`src/rtl/sub_serial.sv`:
```
// Bit-serial unsigned subtractor: one difference bit per clock, LSB first.
// The difference and final borrow are published together when the DONE state is entered.
module sub_serial #(
  parameter int SZin = 8,
  parameter int N    = SZin + 1
) (
  input  logic          clk,
  input  logic          rst,
  input  logic          start,
  input  logic [SZin:0] in1,
  input  logic [SZin:0] in2,
  output logic          busy,
  output logic          done,
  output logic [SZin:0] res,
  output logic          borrow,
  output logic [1:0]    state_dbg
);

  // Handshake: start is a request that is accepted only in a cycle where busy=0 and done=0
  // (IDLE). The accepting edge captures in1/in2. done pulses for one cycle when res/borrow update.

  localparam int CW = $clog2(N + 1);

  typedef enum logic [1:0] {
    IDLE = 2'd0,
    RUN  = 2'd1,
    DONE = 2'd2
  } state_t;

  state_t        state_q, state_d;
  logic [SZin:0] a_q, a_d;
  logic [SZin:0] b_q, b_d;
  logic [SZin:0] acc_q, acc_d;
  logic [SZin:0] res_q, res_d;
  logic [CW-1:0] cnt_q, cnt_d;
  logic          bin_q, bin_d;
  logic          borrow_q, borrow_d;

  logic          bit_d;
  logic          bit_bout;
  logic          last_bit;

  assign bit_d    = a_q[0] ^ b_q[0] ^ bin_q;
  assign bit_bout = (~a_q[0] & b_q[0]) | (~(a_q[0] ^ b_q[0]) & bin_q);
  assign last_bit = (cnt_q == CW'(N - 1));

  always_comb begin
    state_d  = state_q;
    a_d      = a_q;
    b_d      = b_q;
    acc_d    = acc_q;
    res_d    = res_q;
    cnt_d    = cnt_q;
    bin_d    = bin_q;
    borrow_d = borrow_q;
    case (state_q)
      IDLE: begin
        if (start) begin
          a_d     = in1;
          b_d     = in2;
          acc_d   = '0;
          cnt_d   = '0;
          bin_d   = 1'b0;
          state_d = RUN;
        end
      end
      RUN: begin
        a_d   = a_q >> 1;
        b_d   = b_q >> 1;
        // New bits enter at the MSB so bit 0 lands at the LSB after N shifts.
        acc_d = {bit_d, acc_q[SZin:1]};
        bin_d = bit_bout;
        cnt_d = cnt_q + CW'(1);
        if (last_bit) begin
          res_d    = {bit_d, acc_q[SZin:1]};
          borrow_d = bit_bout;
          cnt_d    = '0;
          state_d  = DONE;
        end
      end
      DONE: begin
        state_d = IDLE;
      end
      default: begin
        state_d = IDLE;
      end
    endcase
  end

  always_ff @(posedge clk) begin
    if (rst) begin
      state_q  <= IDLE;
      a_q      <= '0;
      b_q      <= '0;
      acc_q    <= '0;
      res_q    <= '0;
      cnt_q    <= '0;
      bin_q    <= 1'b0;
      borrow_q <= 1'b0;
    end else begin
      state_q  <= state_d;
      a_q      <= a_d;
      b_q      <= b_d;
      acc_q    <= acc_d;
      res_q    <= res_d;
      cnt_q    <= cnt_d;
      bin_q    <= bin_d;
      borrow_q <= borrow_d;
    end
  end

  assign busy      = (state_q == RUN);
  assign done      = (state_q == DONE);
  assign res       = res_q;
  assign borrow    = borrow_q;
  assign state_dbg = state_q;

endmodule

```
`config.mk`:
```
export PLATFORM = sky130hd
export DESIGN_NAME = sub_serial
export DESIGN_NICKNAME = d
export VERILOG_FILES = /design/src/rtl/sub_serial.sv
export SDC_FILE = /design/constraint.sdc
export NUM_CORES = 1
export LEC_CHECK = 0
export ABC_AREA = 1
export BUFFER_PORTS_ARGS = -buffer_cell sky130_fd_sc_hd__clkbuf_2
export CAP_MARGIN = 20
export CORE_MARGIN = 3
export CORE_UTILIZATION = 48
export DETAILED_ROUTE_END_ITERATION = 7
export PLACE_DENSITY = 0.74
export SYNTH_ARGS = -nofsm -noshare
export SYNTH_HDL_FRONTEND = slang
export SYNTH_SLANG_ARGS = --single-unit
export TNS_END_PERCENT = 1
```
`constraint.sdc`:
```
create_clock -name clk -period 1.35 [get_ports clk]
set_input_delay 0.27 -clock clk [delete_from_list [all_inputs] [get_ports clk]]
set_output_delay 0.27 -clock clk [all_outputs]
set_load 0.05 [all_outputs]
```
==> run_results.csv, run 1 <==
group,metric,value,unit
run_status,outcome,"finished, final reports clean",
die,die_area,0.00444,mm^2
timing,slew_violations,0,
drt,routedWlPerCell,10.3,um
synth,synth-seq-cells,43,
global_routing,grt.overflow.total,0,
drt,vias,1532,
drt,drc,0,
clocking,root_buffer,"clkbuf_8",
placed_design,io_buffers,34,
cells_and_area,final_cell_mix,"dfxtp_1 (41), nor2_1 (33), clkbuf_2 (32), o21ai_0 (26), inv_1 (25)",
drt,drt_first_pass_iters,4,
placed_design,gp_congestion,0.791,
flow_run,maxCapViolCount,0,
timing,min_period_over_period,97.4,%
clocking,cts_setup_buffers,0,
synth,syn_area,0.00177,mm^2
power_and_ir_drop,ir_drop,0.721,mV
timing,fin_ws,35.2,ps
synth,synth_area_leader_cell,"dfxtp_1",
global_routing,grt_pass1_wl,5.60,mm
synth,syn_area_per_cell,7.64,um^2
power_and_ir_drop,p_leak,1.01,nW
die,dieHeight,66.6,um
drt,drt_wl_total,3.28,mm
timing,relSlewSlack,81.5,%
drt,vias_per_cell,4.79,
timing,rsz0062_at_grt,"true",
worst_setup_path,startpoint_type,"flop",
timing,period_needed,1310,ps
die,fp-row-count,21,
worst_hold_path,hold_path.class,"input pin to flop",
global_routing,grt_pass1_vias,1312,
worst_setup_path,path_class,"flop to primary output",
synth,ys_warn_count,0,
timing,tightest_slew,279,ps
global_routing,grt_max_degree,35,
synth,seq_area_frac_synth,48.8,%
synth,ys_types,20,
cells_and_area,area_growth,24.7,%
placed_design,dpl_cell_area,0.00206,mm^2
placed_design,dp.cells,312,
cells_and_area,nFillCells,301,
clocking,path_clk_slew,80,ps
die,io_pins,35,
clocking,hold_buffers,0,
die,die_x,66.6,um
clocking,numClockSinks,43,
drt,ant_nets,0,
timing,fin_skew,9.75,ps
worst_setup_path,crit_path_end_kind,"primary output",
placed_design,dpl.hpwl,2.33,mm
die,start_util,51.3,%
cells_and_area,nNetsFinal,297,
synth,yosysTopAreaCellShare,48.8,%
global_routing,antenna_found_initial,0,
synth,postSynthCellCount,231,
clocking,cts.path.max_buffers,2,
timing,fmax,761,MHz
die,core_area,0.00344,mm^2
power_and_ir_drop,powerDensity,1130,mW/mm^2
clocking,clk_latency,290,ps
placed_design,place_ws,22.0,ps
cells_and_area,final_util,63.9,%
clocking,h-tree-depth,2,
clocking,cts_tree,"yes",
synth,synth_area_leaders,"dfxtp_1 (49%), o21ai_0 (7.7%), nor2_1 (7.4%)",
cells_and_area,diodes,0,
timing,hold_violations,0,
cells_and_area,layout.cells.non_filler,320,
cells_and_area,drive_gt1_share,25.5,%
cells_and_area,fin_area,0.00220,mm^2
drt,initialDrtViolationCount,62,
timing,final-setup-viol-count,0,
worst_setup_path,arrival,1040,ps
clocking,numCtsBuffers,5,
worst_setup_path,cp_data_required_time,1080,ps
synth,postSynthNetCount,255,
global_routing,grt_usage,16.2,%
cells_and_area,final_common_cell,"dfxtp_1",
worst_setup_path,crit_path_max_fanout,3,
[synthesized netlist by cell type (all sizes together)]
master,number
nor2,35
xor2,1
inv,28
dfxtp,43
nand2,26
fa,1
nand3,5
a22oi,10
nand4,1
o21ai,44
clkbuf,3
buf,10
o21a,1
a21oi,21
ha,2
[worst max-delay path: stages (launching register included)]
cell	delay, ps
dfxtp_2	330
inv_1	70
buf_6	130
nor2_4	80
buf_8	150
[cell type report]
class	instances	area (um^2)	area share [%]
clock inverters	1	5.00	0.227
repair buffers	48	317	14.4
flip-flops and latches	43	866	39.3
multi-input cells	147	769	35.0
well taps	46	57.6	2.62
clock buffers	7	76.3	3.47
inverters	28	110	5.00
[kinds of logic (layout without fill, tap and decap cells)]
kind of cell | count (synthesis) | count (layout) | share of synthesized area [%]
AO/OA/AOI/OAI | 76 | 76 | 23.3
adder cells (fa/ha/maj) | 3 | 3 | 2.55
AND/OR/NAND/NOR | 67 | 67 | 15.0
XOR/XNOR | 1 | 1 | 0.496
flip-flops | 43 | 43 | 48.8
buffers and inverters | 41 | 84 | 9.85
[final timing paths]
path / cells past startpoint / slack (ps) / to / from
hold / removal: 3 / 230 / b_q[8]$_SDFFE_PP0P_ / in2[8]
hold reg to reg: 2 / 470 / b_q[8]$_SDFFE_PP0P_ / b_q[8]$_SDFFE_PP0P_
setup / recovery: 4 / 40 / done / state_dbg[1]$_SDFFE_PP0P_
setup reg to reg: 8 / 120 / res[1]$_SDFFE_PP0P_ / cnt_q[0]$_SDFFE_PP0P_
[state kept, by name, indices dropped and copies added, names as in the netlist]
register and count:
cnt_q 4, b_q 9, state_dbg 2, acc_q 8
bin_q 1, res 9, borrow 1, a_q 9
[what timing repair did]
| item | in CTS | in global routing |
|---|---|---|
| endpoints found under the setup margin | 2 | 13 |
| gates cloned | 0 | 0 |
| gates resized for setup | 3 | 16 |
| pin swaps | 0 | 1 |
[through the flow]
| stage | hold slack (ps) | setup TNS, ps | power, mW |
|---|---|---|---|
| 2_1_floorplan | 430 | -319 | 1.62 |
| 3_3_place_gp | 456 | 0 | 1.73 |
| 3_5_place_dp | 460 | 0 | 1.73 |
| 4_1_cts | 221 | 0 | 2.49 |
| 5_1_grt | 220 | -17.7 | 2.61 |
| 6_report | 227 | 0 | 2.48 |
[per-layer routing]
layer  global-route usage (%)  routed length (um)  vias up  share of wire (%)
met5                        0                   0        -                  0
met2                     23.8                1390       24                 42
li1                         -                   -      842                  -
met4                     6.09                  52        0                1.6
met1                     22.9                1710      661                 52
met3                     4.05                 132        5                4.0
[power by group]
| part | switching [mW] | leakage, nW | internal [mW] | total (mW) |
|---|---|---|---|---|
| Clock | 0.405 | 0.0422 | 0.363 | 0.768 |
| Combinational | 0.196 | 0.612 | 0.146 | 0.342 |
| Sequential | 0.0348 | 0.353 | 1.33 | 1.37 |
(Power assumes the default switching activity.)
==> run 2: changes to the inputs <==
Settings changed: ABC_AREA 1 to unset, CORE_UTILIZATION 48 to 49, PLACE_DENSITY 0.74 to 0.75.
==> run 2 against run 1 <==
- via count grew 2.3%
- die area rose by 4.3%
- combinational power increased by 5%
- sequential share of layout area is 1.4 points lower
- clock skew fell by 7.5 ps
- flip-flop and latch count unchanged
- non-clock buffer count grew 3
==> run_results.csv, run 2 <==
group,metric,value,unit
synth,syn_area_per_cell,9.39,um^2
drt,drc,0,
global_routing,grt.overflow.total,0,
clocking,h-tree-depth,2,
timing,min_period_over_period,98.9,%
global_routing,grt_pass1_vias,1528,
worst_setup_path,crit_path_end_kind,"primary output",
global_routing,grt_usage,19.7,%
synth,ys.flop_type,"dfxtp_1",
synth,synth-seq-cells,43,
timing,fin_skew,2.20,ps
placed_design,gp_congestion,0.829,
clocking,numClockSinks,43,
clocking,cts_tree,"yes",
power_and_ir_drop,power,2.52,mW
worst_setup_path,cp_cell_sequence,"and2b_1, buf_8",
global_routing,grt_pass1_wl,6.96,mm
die,core_area,0.00352,mm^2
cells_and_area,final_cell_mix,"dfxtp_1 (40), clkbuf_2 (32), a21oi_1 (29), nand2_1 (18), nor2_1 (15)",
synth,postSynthCellCount,201,
timing,rsz0062_at_grt,"true",
cells_and_area,drive_gt1_share,33.1,%
worst_setup_path,arrival,1060,ps
power_and_ir_drop,powerDensity,1100,mW/mm^2
worst_hold_path,whs_path_depth,3,
drt,drt_wl_total,3.96,mm
run_status,outcome,"finished, final reports clean",
synth,syn_area,0.00189,mm^2
synth,synth_edf_count,0,
timing,period_needed,1330,ps
synth,postSynthNetCount,225,
flow_run,maxCapViolCount,0,
clocking,clk_latency,290,ps
worst_setup_path,startpoint_type,"flop",
placed_design,dpl.hpwl,2.78,mm
drt,vias_per_cell,5.44,
timing,tightest_slew,472,ps
timing,final-setup-viol-count,0,
worst_setup_path,crit_path_max_fanout,9,
clocking,hold_buffers,0,
synth,yosysTopAreaCellShare,45.6,%
die,die_x,68.1,um
placed_design,place_ws,51.3,ps
die,io_pins,35,
worst_setup_path,slowest_stage,"dfxtp_4",
power_and_ir_drop,ir_drop,0.663,mV
drt,drt_first_pass_iters,4,
timing,slew_violations,0,
die,dieHeight,68.1,um
worst_setup_path,r2r-end,"cnt_q[3]$_SDFFE_PP0P_",
drt,ant_nets,0,
cells_and_area,area_growth,21.0,%
worst_setup_path,ff2ff_path_depth,5,
worst_setup_path,r2r_start,"cnt_q[0]$_SDFFE_PP0P_",
power_and_ir_drop,p_leak,0.954,nW
worst_hold_path,hold_path.class,"input pin to flop",
placed_design,io_buffers,34,
synth,ys_warn_count,0,
timing,hold_violations,0,
cells_and_area,fin_area,0.00228,mm^2
synth,async_flop_share,0,%
clocking,path_clk_slew,70,ps
timing,relSlewSlack,68.4,%
global_routing,grt_max_degree,27,
clocking,root_buffer,"clkbuf_8",
synth,synthTopCellsByCount,"dfxtp_1 (43), a21oi_1 (29), nand2_1 (18)",
die,die_area,0.00463,mm^2
clocking,numCtsBuffers,5,
worst_hold_path,holdPathEnd,"a_q[7]$_SDFFE_PP0P_",
drt,initialDrtViolationCount,102,
global_routing,antenna_found_initial,0,
worst_setup_path,cp_data_required_time,1080,ps
drt,routedWlPerCell,13.8,um
cells_and_area,final_common_cell,"dfxtp_1",
drt,vias,1567,
cells_and_area,diodes,0,
synth,ys_types,38,
synth,seq_area_frac_synth,45.6,%
worst_hold_path,min-delay-start,"in1[7]",
worst_setup_path,max_stage_delay,420,ps
worst_setup_path,worst-r2r-setup-slack,80,ps
synth,synth_area_leaders,"dfxtp_1 (46%), a21oi_1 (7.7%), a211oi_2 (6.6%)",
timing,fmax,749,MHz
synth,synth_area_leader_cell,"dfxtp_1",
placed_design,dpl_cell_area,0.00211,mm^2
timing,fin_ws,15.1,ps
die,fp-row-count,21,
cells_and_area,nNetsFinal,266,
clocking,cts.path.max_buffers,2,
die,start_util,53.6,%
worst_setup_path,path_class,"flop to primary output",
synth,yosys.cell_count.top_type,"dfxtp_1",
-- run 2: changes by cell type in the layout (fill, tap and decap cells not counted), sizes merged, moves of 3 or more --
| cell | previous run | this run |
|---|---|---|
| inv | 27 | 5 |
| nor2 | 35 | 16 |
| nor2b | 0 | 3 |
| nor3 | 0 | 3 |
| nand3 | 5 | 10 |
| a211oi | 0 | 16 |
| a22o | 0 | 9 |
| a22oi | 10 | 0 |
| o21ai | 44 | 10 |
| nand2 | 26 | 18 |
| a21oi | 21 | 29 |
-- run 2: layer usage --
metal	GRT usage, %	up-vias	wire [um]
met5	0	-	0
met4	5.96	0	42
met2	30.9	37	1820
met3	5.25	7	174
met1	26.3	725	1920
li1	-	798	-
-- run 2: logic make-up (layout without fill, tap and decap cells) --
logic type | Yosys count | after routing | share of synthesized area, %
AO/OA/AOI/OAI | 73 | 73 | 28.3
adder cells (fa/ha/maj) | 3 | 3 | 2.39
buffers and inverters | 22 | 63 | 8.28
flip-flops | 43 | 43 | 45.6
AND/OR/NAND/NOR | 60 | 60 | 15.4
-- run 2: metrics by stage --
stage / hold WS (ps) / instances / utilization [%] / TNS [ps]
after floorplan: 411 / 201 / - / 0
after global placement: 442 / 278 / 60.0 / 0
after detailed placement: 460 / 278 / 60.0 / 0
after CTS: 204 / 288 / 64.1 / -3.77
after global routing: 210 / 288 / 64.9 / -41.0
final: 206 / 288 / 64.9 / 0
-- run 2: critical path, delay by kind of cell (launching register included) --
| family | cells | cell delay, ps |
|---|---|---|
| DFF | 1 | 420 |
| and+or+nand+nor | 1 | 210 |
| buffers and inverters | 1 | 150 |
-- run 2: report_power, final --
part	switching, mW	leakage, nW	internal (mW)
sequential	0.0361	0.353	1.32
combinational	0.201	0.554	0.158
clock	0.403	0.0470	0.401
total	0.640	0.954	1.88
-- run 2: final cells by class --
class	count	area [um^2]
Fill cell	329	1240
Clock inverter	1	5.00
Sequential cell	43	867
Tap cell	46	57.6
Timing Repair Buffer	51	364
Inverter	5	21.3
Multi-Input combinational cell	136	887
Clock buffer	6	82.6
-- run 2: what timing repair did --
item                                    in CTS  in global routing
hold endpoints to repair                     0                  0
setup buffers                                3                  0
pin swaps                                    0                  1
endpoints found under the setup margin       2                 22
gates resized for setup                      8                 11
-- run 2: how the worst max path moves through the flow --
| stage | from | endpoint | slack (ps) | cells past startpoint |
|---|---|---|---|---|
| after global placement | start | acc_q[7]$_SDFFE_PP0P_ | 70 | 4 |
| after global routing | state_dbg[1]$_SDFFE_PP0P_ | done | -30 | 3 |
| final | state_dbg[0]$_SDFFE_PP0P_ | done | 20 | 2 |
| after floorplan | state_dbg[1]$_SDFFE_PP0P_ | res[0]$_SDFFE_PP0P_ | 10 | 6 |
| after detailed placement | start | acc_q[7]$_SDFFE_PP0P_ | 50 | 4 |
| after CTS | state_dbg[1]$_SDFFE_PP0P_ | busy | -4 | 3 |
==> run 3: changes to the inputs <==
Settings changed: CORE_UTILIZATION 49 to 25, CTS_CLUSTER_SIZE set to 12, HOLD_SLACK_MARGIN set to 0.1, PLACE_DENSITY 0.75 to 0.44.
==> run 3 against run 2 <==
- register-to-register slack hardly changed
- die area is 86% higher
- sequential power hardly changed
- hold slack worse by 4.0 ps
- fmax is 0.52% lower
- non-clock buffer count is 3 higher
- clock skew is 6.1 ps higher
- flip-flop and latch count stayed put
- first-iteration DRC count is 37% lower
==> run_results.csv, run 3 (synthesis gave the netlist of run 2 again) <==
group,metric,value,unit
run_status,outcome,"finished, final reports clean",
placed_design,dpl_cell_area,0.00219,mm^2
global_routing,grt_max_degree,20,
global_routing,grt.overflow.total,0,
timing,final-setup-viol-count,0,
worst_setup_path,crit_path_end_kind,"primary output",
worst_setup_path,max_stage_delay,370,ps
timing,rsz0062_at_grt,"true",
placed_design,io_buffers,34,
drt,drc,0,
drt,initialDrtViolationCount,64,
timing,min_period_over_period,99.4,%
die,dieHeight,92.9,um
die,core_area,0.00729,mm^2
cells_and_area,area_growth,27.0,%
timing,fin_ws,8.15,ps
worst_setup_path,cp_data_required_time,1080,ps
power_and_ir_drop,ir_drop,0.418,mV
worst_setup_path,startpoint_type,"flop",
clocking,h-tree-depth,2,
placed_design,dpl.hpwl,3.12,mm
cells_and_area,final_cell_mix,"dfxtp_1 (41), clkbuf_2 (32), a21oi_1 (29), buf_4 (19), nand2_1 (18)",
die,io_pins,35,
drt,drt_first_pass_iters,4,
global_routing,grt_usage,10.6,%
die,start_util,25.9,%
timing,fin_hold_ws,202,ps
timing,relSlewSlack,65.5,%
clocking,root_buffer,"clkbuf_8",
clocking,cts_tree,"yes",
drt,routedWlPerCell,12.8,um
clocking,cts.path.max_buffers,2,
global_routing,grt_pass1_wl,7.25,mm
worst_hold_path,hold_path.class,"input pin to flop",
die,die_area,0.00863,mm^2
drt,drt_wl_total,4.41,mm
power_and_ir_drop,power,2.88,mW
power_and_ir_drop,p_leak,0.981,nW
timing,period_needed,1340,ps
timing,fin_tns_setup,0,ps
worst_setup_path,path_class,"flop to primary output",
power_and_ir_drop,powerDensity,1200,mW/mm^2
global_routing,grt_pass1_vias,1460,
cells_and_area,nNetsFinal,269,
cells_and_area,drive_gt1_share,33.7,%
placed_design,gp_congestion,0.704,
cells_and_area,fin_area,0.00240,mm^2
clocking,path_clk_slew,70,ps
timing,fmax,745,MHz
drt,vias,1593,
drt,vias_per_cell,4.62,
placed_design,place_ws,53.9,ps
die,fp-row-count,31,
cells_and_area,diodes,0,
flow_run,maxCapViolCount,0,
timing,fin_skew,8.32,ps
die,die_x,92.9,um
worst_setup_path,slowest_stage,"dfxtp_4",
cells_and_area,final_common_cell,"dfxtp_1",
drt,ant_nets,0,
worst_setup_path,crit_path_max_fanout,7,
timing,hold_violations,0,
worst_setup_path,cp_cell_sequence,"nand2b_4, inv_6, clkbuf_16",
worst_setup_path,arrival,1070,ps
timing,tightest_slew,516,ps
clocking,clk_latency,290,ps
global_routing,antenna_found_initial,0,
clocking,numClockSinks,43,
clocking,numCtsBuffers,5,
timing,slew_violations,0,
==> run 3: per-layer routing <==
layer	GRT usage [%]	vias to the layer above	share of wire [%]
met2	15.9	33	44
met3	2.44	6	4.5
met1	14.8	749	50
met5	0	-	0
met4	4.03	0	1.7
li1	-	805	-
==> run 3: timing repair <==
action                                  4_1_cts  5_1_grt
hold buffers                                  0        0
endpoints found under the setup margin        2       28
pin swaps                                     0        1
gates cloned                                  0        0
resized for setup                            10        5
buffers inserted                              3        0
==> run 3: where the power goes <==
group	total (mW)	internal [mW]	switching, mW	leakage (nW)
Clock	1.17	0.740	0.433	0.0654
Sequential	1.35	1.32	0.0323	0.353
Combinational	0.359	0.154	0.205	0.563
Total	2.88	2.21	0.670	0.981
==> run 3: final cells by class <==
class,count,area [um^2]
sequential,43,868
tap,99,124
clock buffer,6,72.6
multi-input combinational,136,887
fill,783,4890
inverter,5,23.8
clock inverter,2,60.1
timing repair buffer,54,363
==> run 3: path summary, 6_finish.rpt <==
check / from / to / slack, ps / cells past startpoint
setup / recovery: state_dbg[1]$_SDFFE_PP0P_ / busy / 8 / 3
hold / removal: in2[3] / b_q[3]$_SDFFE_PP0P_ / 200 / 3
setup reg to reg: state_dbg[0]$_SDFFE_PP0P_ / acc_q[2]$_SDFFE_PP0P_ / 80 / 3
hold reg to reg: bin_q$_SDFFE_PP0P_ / bin_q$_SDFFE_PP0P_ / 470 / 1
==> run 3: critical path: cells and delay by family (launching register included) <==
family                 cells  cell delay (ps)
buffers and inverters      2              250
DFF                        1              370
and+or+nand+nor            1              170
==> run 3: through the flow <==
stage	cells	util (%)
after floorplan	201	-
after global placement	334	30.0
after detailed placement	334	30.0
after CTS	345	32.7
after global routing	345	32.9
final	345	32.9
